## src/rtl/arv_mem_arbiter_if.sv

```systemverilog
// Unified memory port of arv_mem_arbiter: request/ready plus a read-data return channel.
// The arbiter drives the master modport and the memory model/controller the slave modport.
interface arv_mem_arbiter_if;
    logic        mem_req;
    logic        mem_we;
    logic [31:0] mem_addr;
    logic [31:0] mem_wdata;
    logic [1:0]  mem_size;
    logic        mem_ready;
    logic        mem_rvalid;
    logic [31:0] mem_rdata;

    modport master (
        output mem_req, mem_we, mem_addr, mem_wdata, mem_size,
        input  mem_ready, mem_rvalid, mem_rdata
    );

    modport slave (
        input  mem_req, mem_we, mem_addr, mem_wdata, mem_size,
        output mem_ready, mem_rvalid, mem_rdata
    );
endinterface

```

## src/rtl/arv_mem_arbiter.sv

```systemverilog
// Fetch/load/store arbiter onto one single-ported memory, one access outstanding at a time.
// Define ARB_STATS_EN to add the grant and stall counters (if_cnt, ld_cnt, st_cnt, stall_cnt).
module arv_mem_arbiter #(
    parameter int unsigned STARVE_LIMIT = 4
) (
    input  logic              clk,
    input  logic              reset,
    input  logic              if_req,
    input  logic [31:0]       if_addr,
    output logic              if_gnt,
    output logic              if_rvalid,
    output logic [31:0]       if_rdata,
    input  logic              ld_req,
    input  logic [31:0]       ld_addr,
    output logic              ld_gnt,
    output logic              ld_rvalid,
    output logic [31:0]       ld_rdata,
    input  logic              st_req,
    input  logic [31:0]       st_addr,
    input  logic [31:0]       st_data,
    input  logic [1:0]        st_size,
    output logic              st_gnt,
    arv_mem_arbiter_if.master mem,
    output logic              busy,
    output logic              err_spurious
`ifdef ARB_STATS_EN
    ,
    output logic [31:0]       if_cnt,
    output logic [31:0]       ld_cnt,
    output logic [31:0]       st_cnt,
    output logic [31:0]       stall_cnt
`endif
);

    localparam logic [3:0] LIMIT = 4'(STARVE_LIMIT);

    typedef enum logic [1:0] {IDLE = 2'd0, ISSUE = 2'd1, WAIT = 2'd2} state_t;
    typedef enum logic [1:0] {OWN_IF = 2'd0, OWN_LD = 2'd1, OWN_ST = 2'd2} owner_t;

    state_t      state;
    owner_t      owner;
    owner_t      winner;
    logic [31:0] addr_q;
    logic [31:0] wdata_q;
    logic [1:0]  size_q;
    logic        we_q;
    logic [3:0]  starve_cnt;
    logic        issue;
    logic        accept;
    logic        data_gnt;

    // The bus is only driven while a transaction is being issued; it reads as zero otherwise.
    assign issue         = (state == ISSUE);
    assign accept        = issue & mem.mem_ready;
    assign mem.mem_req   = issue;
    assign mem.mem_we    = issue & we_q;
    assign mem.mem_addr  = issue ? addr_q : '0;
    assign mem.mem_wdata = (issue & we_q) ? wdata_q : '0;
    assign mem.mem_size  = issue ? size_q : '0;

    assign if_gnt   = accept & (owner == OWN_IF);
    assign ld_gnt   = accept & (owner == OWN_LD);
    assign st_gnt   = accept & (owner == OWN_ST);
    assign data_gnt = ld_gnt | st_gnt;
    assign busy     = (state != IDLE);

    // Store beats load beats fetch, unless fetch has waited through LIMIT data grants.
    always_comb begin
        winner = OWN_IF;
        if (!(if_req && (starve_cnt == LIMIT))) begin
            if (st_req) begin
                winner = OWN_ST;
            end else if (ld_req) begin
                winner = OWN_LD;
            end
        end
    end

    always_ff @(posedge clk) begin
        if (reset) begin
            state        <= IDLE;
            owner        <= OWN_IF;
            addr_q       <= '0;
            wdata_q      <= '0;
            size_q       <= '0;
            we_q         <= 1'b0;
            starve_cnt   <= '0;
            if_rvalid    <= 1'b0;
            ld_rvalid    <= 1'b0;
            if_rdata     <= '0;
            ld_rdata     <= '0;
            err_spurious <= 1'b0;
`ifdef ARB_STATS_EN
            if_cnt       <= '0;
            ld_cnt       <= '0;
            st_cnt       <= '0;
            stall_cnt    <= '0;
`endif
        end else begin
            if_rvalid    <= 1'b0;
            ld_rvalid    <= 1'b0;
            err_spurious <= mem.mem_rvalid & (state != WAIT);

            case (state)
                IDLE: begin
                    if (if_req | ld_req | st_req) begin
                        owner <= winner;
                        state <= ISSUE;
                        case (winner)
                            OWN_ST: begin
                                addr_q  <= st_addr;
                                wdata_q <= st_data;
                                size_q  <= st_size;
                                we_q    <= 1'b1;
                            end
                            OWN_LD: begin
                                addr_q  <= ld_addr;
                                wdata_q <= '0;
                                size_q  <= 2'b10;
                                we_q    <= 1'b0;
                            end
                            default: begin
                                addr_q  <= if_addr;
                                wdata_q <= '0;
                                size_q  <= 2'b10;
                                we_q    <= 1'b0;
                            end
                        endcase
                    end
                end
                ISSUE: begin
                    if (mem.mem_ready) begin
                        state <= we_q ? IDLE : WAIT;
                    end
                end
                WAIT: begin
                    if (mem.mem_rvalid) begin
                        state <= IDLE;
                        if (owner == OWN_LD) begin
                            ld_rdata  <= mem.mem_rdata;
                            ld_rvalid <= 1'b1;
                        end else begin
                            if_rdata  <= mem.mem_rdata;
                            if_rvalid <= 1'b1;
                        end
                    end
                end
                default: state <= IDLE;
            endcase

            if (!if_req || if_gnt) begin
                starve_cnt <= '0;
            end else if (data_gnt && (starve_cnt != LIMIT)) begin
                starve_cnt <= starve_cnt + 4'd1;
            end

`ifdef ARB_STATS_EN
            if_cnt    <= if_cnt + 32'(if_gnt);
            ld_cnt    <= ld_cnt + 32'(ld_gnt);
            st_cnt    <= st_cnt + 32'(st_gnt);
            stall_cnt <= stall_cnt + 32'(issue & ~mem.mem_ready);
`endif
        end
    end

endmodule
```

## src/flat_wrapper.sv

```systemverilog
// flat-port wrapper written by rule: the top's interface ports become plain ports
module arv_mem_arbiter_flat 
#(
    parameter int unsigned STARVE_LIMIT = 4
)
  (clk, reset, if_req, if_addr, if_gnt, if_rvalid, if_rdata, ld_req, ld_addr, ld_gnt, ld_rvalid, ld_rdata, st_req, st_addr, st_data, st_size, st_gnt, busy, err_spurious, mem_mem_req, mem_mem_we, mem_mem_addr, mem_mem_wdata, mem_mem_size, mem_mem_ready, mem_mem_rvalid, mem_mem_rdata);
  arv_mem_arbiter_if mem_i ();
  input  logic clk;
  input  logic reset;
  input  logic if_req;
  input  logic [31:0] if_addr;
  output logic if_gnt;
  output logic if_rvalid;
  output logic [31:0] if_rdata;
  input  logic ld_req;
  input  logic [31:0] ld_addr;
  output logic ld_gnt;
  output logic ld_rvalid;
  output logic [31:0] ld_rdata;
  input  logic st_req;
  input  logic [31:0] st_addr;
  input  logic [31:0] st_data;
  input  logic [1:0] st_size;
  output logic st_gnt;
  output logic busy;
  output logic err_spurious;
  output wire logic [$bits(mem_i.mem_req)-1:0] mem_mem_req;
  output wire logic [$bits(mem_i.mem_we)-1:0] mem_mem_we;
  output wire logic [$bits(mem_i.mem_addr)-1:0] mem_mem_addr;
  output wire logic [$bits(mem_i.mem_wdata)-1:0] mem_mem_wdata;
  output wire logic [$bits(mem_i.mem_size)-1:0] mem_mem_size;
  input wire logic [$bits(mem_i.mem_ready)-1:0] mem_mem_ready;
  input wire logic [$bits(mem_i.mem_rvalid)-1:0] mem_mem_rvalid;
  input wire logic [$bits(mem_i.mem_rdata)-1:0] mem_mem_rdata;
  assign mem_mem_req = mem_i.mem_req;
  assign mem_mem_we = mem_i.mem_we;
  assign mem_mem_addr = mem_i.mem_addr;
  assign mem_mem_wdata = mem_i.mem_wdata;
  assign mem_mem_size = mem_i.mem_size;
  assign mem_i.mem_ready = mem_mem_ready;
  assign mem_i.mem_rvalid = mem_mem_rvalid;
  assign mem_i.mem_rdata = mem_mem_rdata;
  arv_mem_arbiter #(.STARVE_LIMIT(STARVE_LIMIT)) u_core (.clk(clk), .reset(reset), .if_req(if_req), .if_addr(if_addr), .if_gnt(if_gnt), .if_rvalid(if_rvalid), .if_rdata(if_rdata), .ld_req(ld_req), .ld_addr(ld_addr), .ld_gnt(ld_gnt), .ld_rvalid(ld_rvalid), .ld_rdata(ld_rdata), .st_req(st_req), .st_addr(st_addr), .st_data(st_data), .st_size(st_size), .st_gnt(st_gnt), .mem(mem_i), .busy(busy), .err_spurious(err_spurious));
endmodule
```

## config.mk

```make
export PLATFORM = sky130hd
export DESIGN_NAME = arv_mem_arbiter_flat
export DESIGN_NICKNAME = d
export VERILOG_FILES = /design/src/rtl/arv_mem_arbiter_if.sv /design/src/rtl/arv_mem_arbiter.sv /design/src/flat_wrapper.sv
export SDC_FILE = /design/constraint.sdc
export NUM_CORES = 1
export LEC_CHECK = 0
export ABC_AREA = 1
export CORE_UTILIZATION = 41
export CTS_CLUSTER_DIAMETER = 120
export DETAILED_ROUTE_END_ITERATION = 10
export PLACE_DENSITY_LB_ADDON = 0.2
export SLEW_MARGIN = 20
export SYNTH_ARGS = -nofsm -noshare
export SYNTH_HDL_FRONTEND = slang
export SYNTH_SLANG_ARGS = --single-unit
```

## constraint.sdc

```tcl
create_clock -name clk -period 2.3 [get_ports clk]
set_input_delay 0.23 -clock clk [delete_from_list [all_inputs] [get_ports clk]]
set_output_delay 0.23 -clock clk [all_outputs]
set_load 0.05 [all_outputs]
```

After elaboration in Yosys (flattened, before gate mapping):

Cells that the tools add are included.

* word-level logic and storage cells: 67
* register bits: 142

* equal/unequal tests: 12
* reductions and logical operators: 13
* bitwise gates (word level): 12
* multiplexer cells: 17
* add/subtract/negate cells: 1

Operator list (count)
* 32-bit two-way mux: 3
* 32-bit one-hot mux with 2 select lines: 1
* 2-bit two-way mux: 8
* 3-bit AND reduction: 3
* 1-bit bitwise AND: 6
* 2-bit by 1-bit == test with 1-bit output, second input constant: 3
* 2-bit == test, second input constant: 3
* 2-bit != test, second input constant: 3
* 2-bit one-hot mux with 3 select lines: 1
* 4-bit by 1-bit adder with 4-bit output, second input constant: 1
* 4-bit by 3-bit == test with 1-bit output, second input constant: 1
* 2-bit zero test: 2
* 1-bit two-way mux: 4
* 4-bit by 3-bit != test with 1-bit output, second input constant: 1
* 1-bit inverter: 3
* 1-bit OR: 3
* 3-bit OR reduction: 1
* 1-bit logical AND: 2
* 2-bit by 1-bit != test with 1-bit output, second input constant: 1
* 2-bit AND reduction: 1
* 2-bit nonzero test: 1
* 2-bit OR reduction: 1
* 1-bit zero test: 1
* 1-bit logical OR: 1

Longest topological paths before layout:

Gate-level depths: netlist of the first run.

* depth after elaboration: 5
* depth in mapped cells: 14
* mapped depth without buffers: 13

Worst setup path before layout of the first run:

OpenSTA, ideal clock, no wires.

* kind: flip-flop to output port
* start: reg u_core.state[0]
* end: out mem_mem_wdata[22]
* setup slack: 0.114 ns
* data required time: 2.070 ns
* stages on the path, launching flop included: 6
* arrival time: 1.956 ns
* path through: dfxtp_1 > nand2_1 > inv_1 > nand2_1 > buf_2 > nor2_1

* word-level cells in the longest chain between the ends: 3

RTL lines
* start: declaration: line arv_mem_arbiter.sv:40 `state_t state;`
* start signal: assignment: line arv_mem_arbiter.sv:133 `state <= we_q ? IDLE : WAIT;`
* 2-bit by 1-bit == test with 1-bit output: line arv_mem_arbiter.sv:53 `assign issue = (state == ISSUE);`
* via mem_mem_req: line flat_wrapper.sv:27 `output wire logic [$bits(mem_i.mem_req)-1:0] mem_mem_req;`
* 1-bit bitwise AND: line arv_mem_arbiter.sv:58 `assign mem.mem_wdata = (issue & we_q) ? wdata_q : '0;`
* 32-bit two-way mux: line arv_mem_arbiter.sv:58
* end: declaration: line flat_wrapper.sv:30 `output wire logic [$bits(mem_i.mem_wdata)-1:0] mem_mem_wdata;`

The timed path passes the listed nets, and every way through them passes these cells.

Worst setup path in the final report of the first run:

* start: reg u_core.state[0]
* end: out busy

* word-level cells in the longest chain between the ends: 1

RTL lines
* 2-bit nonzero test: line arv_mem_arbiter.sv:65 `assign busy = (state != IDLE);`
* end: declaration: line flat_wrapper.sv:25 `output logic busy;`

Every way passes these cells.

==> results of run 1 <==
-- routing by layer --
layer  track usage  wire length (um)  share of wire  vias up
met5             0                 0              0        -
met4         0.166               903          0.043        0
met3        0.0877              1700          0.081       63
met2         0.453             10200           0.48      286
met1         0.300              8240           0.39     3121
li1              -                 -              -     3414
-- cells in the mapped netlist --
cell | instances | area (um^2)
a21oi_2 | 1 | 8.76
buf_6 | 1 | 11.3
buf_2 | 25 | 125
clkbuf_2 | 1 | 5.00
or2_2 | 1 | 6.26
nand2_4 | 1 | 11.3
clkbuf_1 | 29 | 109
inv_1 | 84 | 315
nor2_2 | 1 | 6.26
a21oi_1 | 105 | 526
ha_1 | 4 | 50.1
buf_4 | 4 | 30.0
a21o_1 | 32 | 240
nor2_4 | 3 | 33.8
nand3_1 | 7 | 35.0
nor3_1 | 2 | 10.0
nand2_1 | 148 | 556
inv_2 | 7 | 26.3
nor2_1 | 204 | 766
o21ai_0 | 81 | 405
o21ai_1 | 19 | 95.1
nand2_2 | 3 | 18.8
nor3b_1 | 1 | 7.51
dfxtp_1 | 142 | 2840
xor2_1 | 1 | 8.76
-- worst min-delay path, stage by stage --
cell and delay [ns]:
clkdlybuf4s50_1 0.39, nand2_1 0.06, a21oi_1 0.05
-- layout make-up --
cell class,count,area [um^2],share of cell area
flip-flops and latches,142,2840,0.264
clock buffers,20,467,0.0434
well taps,184,230,0.0214
multi-input cells,614,2790,0.259
repair buffers,324,3920,0.365
clock inverters,12,160,0.0149
inverters,91,342,0.0318
-- power breakdown --
group	switching, mW	internal, mW	total [mW]
clock network	1.09	1.80	2.89
registers	0.0861	2.63	2.71
logic	0.930	0.721	1.65
total	2.11	5.15	7.26
-- worst paths after layout --
check                            start            endpoint  slack (ns)  cells past startpoint
setup / recovery       u_core.state[0]                busy        0.29                      3
hold / removal             st_data[23]  u_core.wdata_q[23]        0.36                      3
hold reg to reg     u_core.wdata_q[17]  u_core.wdata_q[17]        0.46                      2
setup reg to reg  u_core.starve_cnt[0]   u_core.addr_q[25]        0.31                     11
-- placed cells by master (no fill, tap or decap), drive strengths merged --
cell           count
clkdlybuf4s50    236
buf               88
clkinvlp           1
clkinv             7
bufinv             3
or2                1
nor2             208
dfxtp            142
nand2            152
inv               92
nor3b              1
clkbuf            20
a21oi            106
nor3               2
a21o              32
ha                 4
xor2               1
o21ai            100
nand3              7
-- through the flow --
| step | utilization | total power, mW | area [um^2] |
|---|---|---|---|
| after floorplan | - | 3.63 | 6250 |
| after global placement | 0.689 | 4.39 | 10100 |
| after detailed placement | 0.689 | 4.41 | 10100 |
| after CTS | 0.731 | 7.30 | 10800 |
| after global routing | 0.731 | 7.56 | 10800 |
| final | 0.731 | 7.26 | 10800 |
-- registers in the layout (all words and copies together) (netlist names) --
register and flops:
u_core.wdata_q 32, u_core.state 2, u_core.if_rdata 32, u_core.we_q 1, u_core.addr_q 32, u_core.if_rvalid 1, u_core.err_spurious 1, u_core.ld_rvalid 1
u_core.size_q 2, u_core.starve_cnt 4, u_core.owner 2, u_core.ld_rdata 32
-- kinds of logic (layout without fill, tap and decap cells) --
kind of cell | Yosys count | after routing | synth area share
xor+xnor | 1 | 1 | 0.00140
flops | 142 | 142 | 0.455
simple gates | 371 | 371 | 0.232
compound gates | 238 | 238 | 0.204
buf+inv | 151 | 447 | 0.0995
fa+ha+maj | 4 | 4 | 0.00801
==> results, run 1 <==
- The slew of the pin with the lowest slew margin is 0.626 ns.
- The synthesized flop and latch total is 142.
- Dividing the detail-routed wire length by the instance count gives 15.2 um.
- The root buffer selected by CTS is clkbuf_16.
- In this run the core area contains 44 standard-cell rows.
- The full die area is 15700 um^2.
- The clock reaches the later pin of the worst-skew pair after 0.43 ns.
- The final clock period utilization by the worst path is 0.875.
- The global-route total usage across every layer is 0.271.
- The netlist uses 25 different library cells.
- The clock tree from TritonCTS is yes.
- In this run, placement finished with an instance count of 1355.
- The via-per-instance ratio is 4.96.
- The max-slew violation count is 0.
- The analysis attributes to cell leakage a power of 4.27 nW.
- After the last flow step, the layout net total stands at 1363.
- The worst hold-check slack is 0.358 ns.
- The checks that failed: design-rule violations.
- At the worst endpoint, the arrival time is 1.78 ns.
- VDD sags by at most 0.562 mV.
- In this design, the largest share of critical-path delay is due to buffers and inverters.
- The number of buffers inserted for hold repair after clock tree synthesis is 0.
- The total number of vias is 6884.
- The power density over cell area is 675 nW/um^2.
- The clock passes through at most 2 buffers.
- In this run the tightest slew margin relative to its limit is 0.582.
- The starting DRC count in detailed routing is 390.
- The setup TNS is 0 ns.
- In the routed design, unresolved DRC markers number 14.
- The worst setup path is of the register to output port kind.
- The final-layout fill cell count is 1136.
- At the end of routability-driven placement, the weighted congestion stood at 0.880.
- After clock tree synthesis, the clock-pin slew on the worst setup and hold paths is 0.06 ns.
- The number of buffers and inverters on the critical path is 2.
- The path type of the worst min-delay path is input port to register.
- The count of endpoints failing hold in the final timing report came to 0.
- The width of the chip is 125 um.
- The run finished, with violations left.
- The nature of the critical path endpoint is an output port.
- The net count after synthesis is 1080.
- The via count of the first global-routing pass came to 6747.
- Along the worst path, the maximum fanout reaches 4.
- The number of setup buffers added after CTS is 0.
- The number of ports placed on the die boundary is 308.
- The number of buffer cells added on primary ports is 307.
- The layout overhead on the synthesized area is 72.1%.
- The number of detailed-route iterations in the first pass is 8.
- The post-synthesis instance area is 6250 um^2.
- Walking the worst path, the cells encountered are inv_2, nand2_2, clkdlybuf4s50_1.
- The total number of clock tree sinks is 142.
- Synthesis produced a netlist whose cell count is 907.
- Data on the critical path is required at its endpoint by 2.07 ns.
- During synthesis, Yosys emitted a total of 0 warnings.
- The slowest cell on the critical path is clkdlybuf4s50_1.
- The achievable clock frequency is 497 MHz.
- The tool flagged a number of max-cap violations equal to 0.
- Once routing completed, OpenROAD measured the worst setup slack at 0.287 ns.
- Of the cells placed in the final design, the portion with a size suffix greater than 1 is 0.115.
- The die height is 125 um.
- The final antenna diode count is 0.
- For this run, the register share of the synthesized area comes to 0.455.
- The first-pass GRT wire length is 33600 um.
- Summed over all layers, the global routing overflow is 0.
- The sum of net half-perimeters after detailed placement is 14500 um.
- Across the routed clock network, the largest skew measured is 0.0127 ns.
- The worst setup slack before clock tree synthesis is 0.323 ns.
- Entering global routing, the biggest net connects 65 pins.
- The average instance in the mapped netlist occupies 6.89 um^2.
- For this run, the slowest stage of the critical path takes 0.81 ns.
- The total clock buffers created by CTS is 17.
- The quantity of gates resized following cts is 0.
- The shortest clock period the worst path allows after layout is 2.01 ns.
- The post-route antenna net violation count is 0.
- The clock tree synthesis step divided the H-tree into 4 levels.
- The number of antenna violations at the first check in global routing is 0.
- The region available for standard cell placement spans 14700 um^2.
- After the flow finishes, the layout carries non-filler instances totaling 1387.
- Wires add up to 21000 um.
- Setup repair after global routing left no endpoint under its margin.
- The initial utilization of the core area, before any placement, comes to 0.425.
- The nature of the critical path startpoint is a register.
- The final number of setup-violating endpoints is 0.
(Power assumes the default switching activity.)
==> run 2, diff against run 1 <==
CAP_MARGIN = 30   (was unset)
CORE_MARGIN = 5   (was unset)
CTS_CLUSTER_DIAMETER = unset   (was 120)
==> run 2 against run 1 <==
  * The run now ends clean
  * Worst setup slack worse by 0.090 ns
  * Via count shrank 0.89%
  * Critical path depth is 3 higher
  * Die area rose by 13%
  * Largest power group is now sequential cells
==> results, run 2 (synthesis results as in run 1) <==
- The path type of the worst setup path is register to output port.
- The clock power share came to 0.377 (-0.022).
- The power density over cell area was 656 nW/um^2 (-2.8%).
- The standard cell core area is 15100 um^2 (+2.7%).
- The critical path arrival is 1.87 ns (+0.09 ns).
- The via-per-instance ratio is 4.91 (-1.0%).
- The nature of the critical path startpoint is a register.
- The number of rows created at floorplan is 45 (+2.3%).
- The final clock period utilization by the worst path is 0.915 (+0.0393).
- The largest vdd supply drop is 0.491 mV (-13%).
- The clock input transition at the sequential cells of the worst setup and hold paths is 0.06 ns (about the same).
- The setup TNS is 0 ns (unchanged).
- In the layout the commonest cells are clkdlybuf4s50_1 (236), nor2_1 (204), nand2_1 (147), dfxtp_1 (142), a21oi_1 (105).
- The final antenna diode count came to 0 (unchanged).
- The layout overhead on the synthesized area is 71.6%.
- The slew of the pin with the lowest slew margin is 0.621 ns (-0.00537 ns).
- The starting density of the core was 0.414 (-0.0110).
- The global-route total usage across every layer is 0.243 (-0.0276).
- The standby leakage power was 4.24 nW (-0.75%).
- The count of endpoints failing hold in the final timing report is 0 (unchanged).
- The number of ports placed on the die boundary is 308 (unchanged).
- The switching power as a share of total power came to 0.305 (+0.0145).
- The total clock buffers created by CTS came to 17 (unchanged).
- The utilization after layout is 0.711 (-0.0207).
- The pin count of the biggest net entering global routing came to 66 (+1.5%).
- The area of the multi-input gates came to 2790 um^2 (about the same).
- The sequential cell fraction of total power is 0.386 (+0.012).
- The nature of the critical path endpoint is an output port.
- The first-pass GRT wire length is 34800 um (+3.4%).
- The number of nets at the end of the flow is 1361 (-0.15%).
- The achievable clock frequency is 475 MHz (-4.3%).
- The shortest clock period the worst path allows after layout was 2.10 ns (+0.0905 ns).
- The number of buffer cells added on primary ports is 307 (unchanged).
- The worst relative slew slack was 0.586 (+0.00359).
- The aggregate global routing overflow came to 0 (unchanged).
- The width of the chip is 133 um (+6.4%).
- The total number of clock tree sinks is 142 (unchanged).
- The buffer count from post-CTS setup fixing is 0 (unchanged).
- The die height was 133 um (+6.4%).
- TritonCTS built the clock tree.
- The worst-skew pair later-pin latency is 0.42 ns (about the same).
- The number of H-tree levels is 4 (unchanged).
- The total net switching power is 2.15 mW (+1.8%).
- The sum of net half-perimeters after detailed placement is 15800 um (+9.0%).
- The via count of the first global-routing pass came to 6626 (-1.8%).
- The max-slew violation count is 0 (unchanged).
- The final number of setup-violating endpoints came to 0 (unchanged).
- The post-route antenna net violation count is 0 (unchanged).
- In this run the worst hold path is classified as input port to register.
- The full die area is 17800 um^2 (+13%).
- The root buffer selected by CTS is clkbuf_16.
- The final-layout fill cell count is 1199 (+5.5%).
- The final setup skew is 0.00910 ns (-0.00356 ns).
- The run finished with clean final reports.
- The final routed wirelength across all metal layers is 22200 um (+5.8%).
- The total number of vias was 6823 (-0.89%).
- The internal power was 4.89 mW (-5.0%).
- The highest fanout seen on the critical path is 12 (+8).
- The slack of the worst reg-to-reg path is 0.22 ns (-0.09 ns).
- The proportion of power drawn by combinational gates is 0.237 (+0.009).
- The ratio of cells with drive above 1 in the final layout is 0.114 (-0.000642).
- The reported max-cap violation count was 0 (unchanged).
- The placer congestion estimate is 0.885 (+0.55%).
- The buffer levels on the longest clock path is 2 (unchanged).
- The starting DRC count in detailed routing came to 428 (+9.7%).
- The routed length per instance was 16.0 um (+5.6%).
- Leaving out fill and tap cells, the most frequent cell in the layout is clkdlybuf4s50_1.
- The number of detailed-route iterations in the first pass is 5 (-3).
- Setup repair after global routing left no endpoint under its margin.
- The flip-flop and latch area is 2840 um^2 (unchanged).
- The count of unresolved DRC violations after routing is 0 (-14).
- The number of antenna violations at the first check in global routing is 0 (unchanged).
- The post-layout total power is 7.04 mW (-3.0%).
- The worst path required time is 2.07 ns (about the same).
==> run 2: stage by stage <==
| stage | instance area (um^2) | setup slack (ns) | instances | hold WS (ns) |
|---|---|---|---|---|
| floorplan | 6250 | 0.114 | 907 | 0.351 |
| global placement | 10200 | 0.361 | 1357 | 0.452 |
| detailed placement | 10200 | 0.267 | 1357 | 0.456 |
| CTS | 10700 | 0.162 | 1389 | 0.346 |
| global route | 10700 | 0.0562 | 1389 | 0.356 |
| finish | 10700 | 0.196 | 1389 | 0.362 |
==> run 2: path summary, 6_finish.rpt <==
path / depth (start not counted) / end / start
setup reg to reg: 11 / u_core.addr_q[11] / u_core.starve_cnt[0]
setup / recovery: 6 / mem_mem_wdata[31] / u_core.state[0]
hold / removal: 3 / u_core.wdata_q[24] / st_data[24]
hold reg to reg: 2 / u_core.wdata_q[1] / u_core.wdata_q[1]
==> run 2: area by class of cell <==
cell class | instances | share of cell area
clock buffers | 18 | 0.0409
clock inverters | 14 | 0.0122
inverters | 91 | 0.0318
multi-input cells | 614 | 0.260
flip-flops and latches | 142 | 0.265
well taps | 188 | 0.0219
repair buffers | 322 | 0.368
==> run 2: repair_timing <==
action | CTS | global route
gates resized for setup | 1 | 0
hold buffers | 0 | 0
setup endpoints to repair | 1 | 0
==> run 2: per-layer routing <==
metal  global-route usage  vias up  routed length, um  part of all wire
met1                0.286     3093               8980              0.40
met4                0.121        0                920             0.041
met2                0.398      253              10600              0.48
li1                     -     3412                  -                 -
met5                    0        -                  0                 0
met3               0.0827       65               1730             0.078
==> run 2: worst max-delay path, cell delays in order (launching register included) <==
cell	delay, ns
dfxtp_1	0.41
nand2_1	0.10
inv_1	0.13
nand2_2	0.19
buf_4	0.25
nor2_1	0.20
buf_12	0.17
==> run 2: power groups by stage <==
stage	Clock, mW	Sequential, mW	Combinational [mW]
floorplan	0	2.87	0.768
global placement	0	2.76	1.65
detailed placement	0	2.76	1.67
CTS	2.69	2.71	1.68
global route	2.83	2.73	1.80
finish	2.65	2.71	1.67
==> run 3, diff against run 2 <==
ABC_CLOCK_PERIOD_IN_PS = 2300   (was unset)
==> results of run 3 <==
The final DEF is identical to that of run 2; final timing and power are the same.
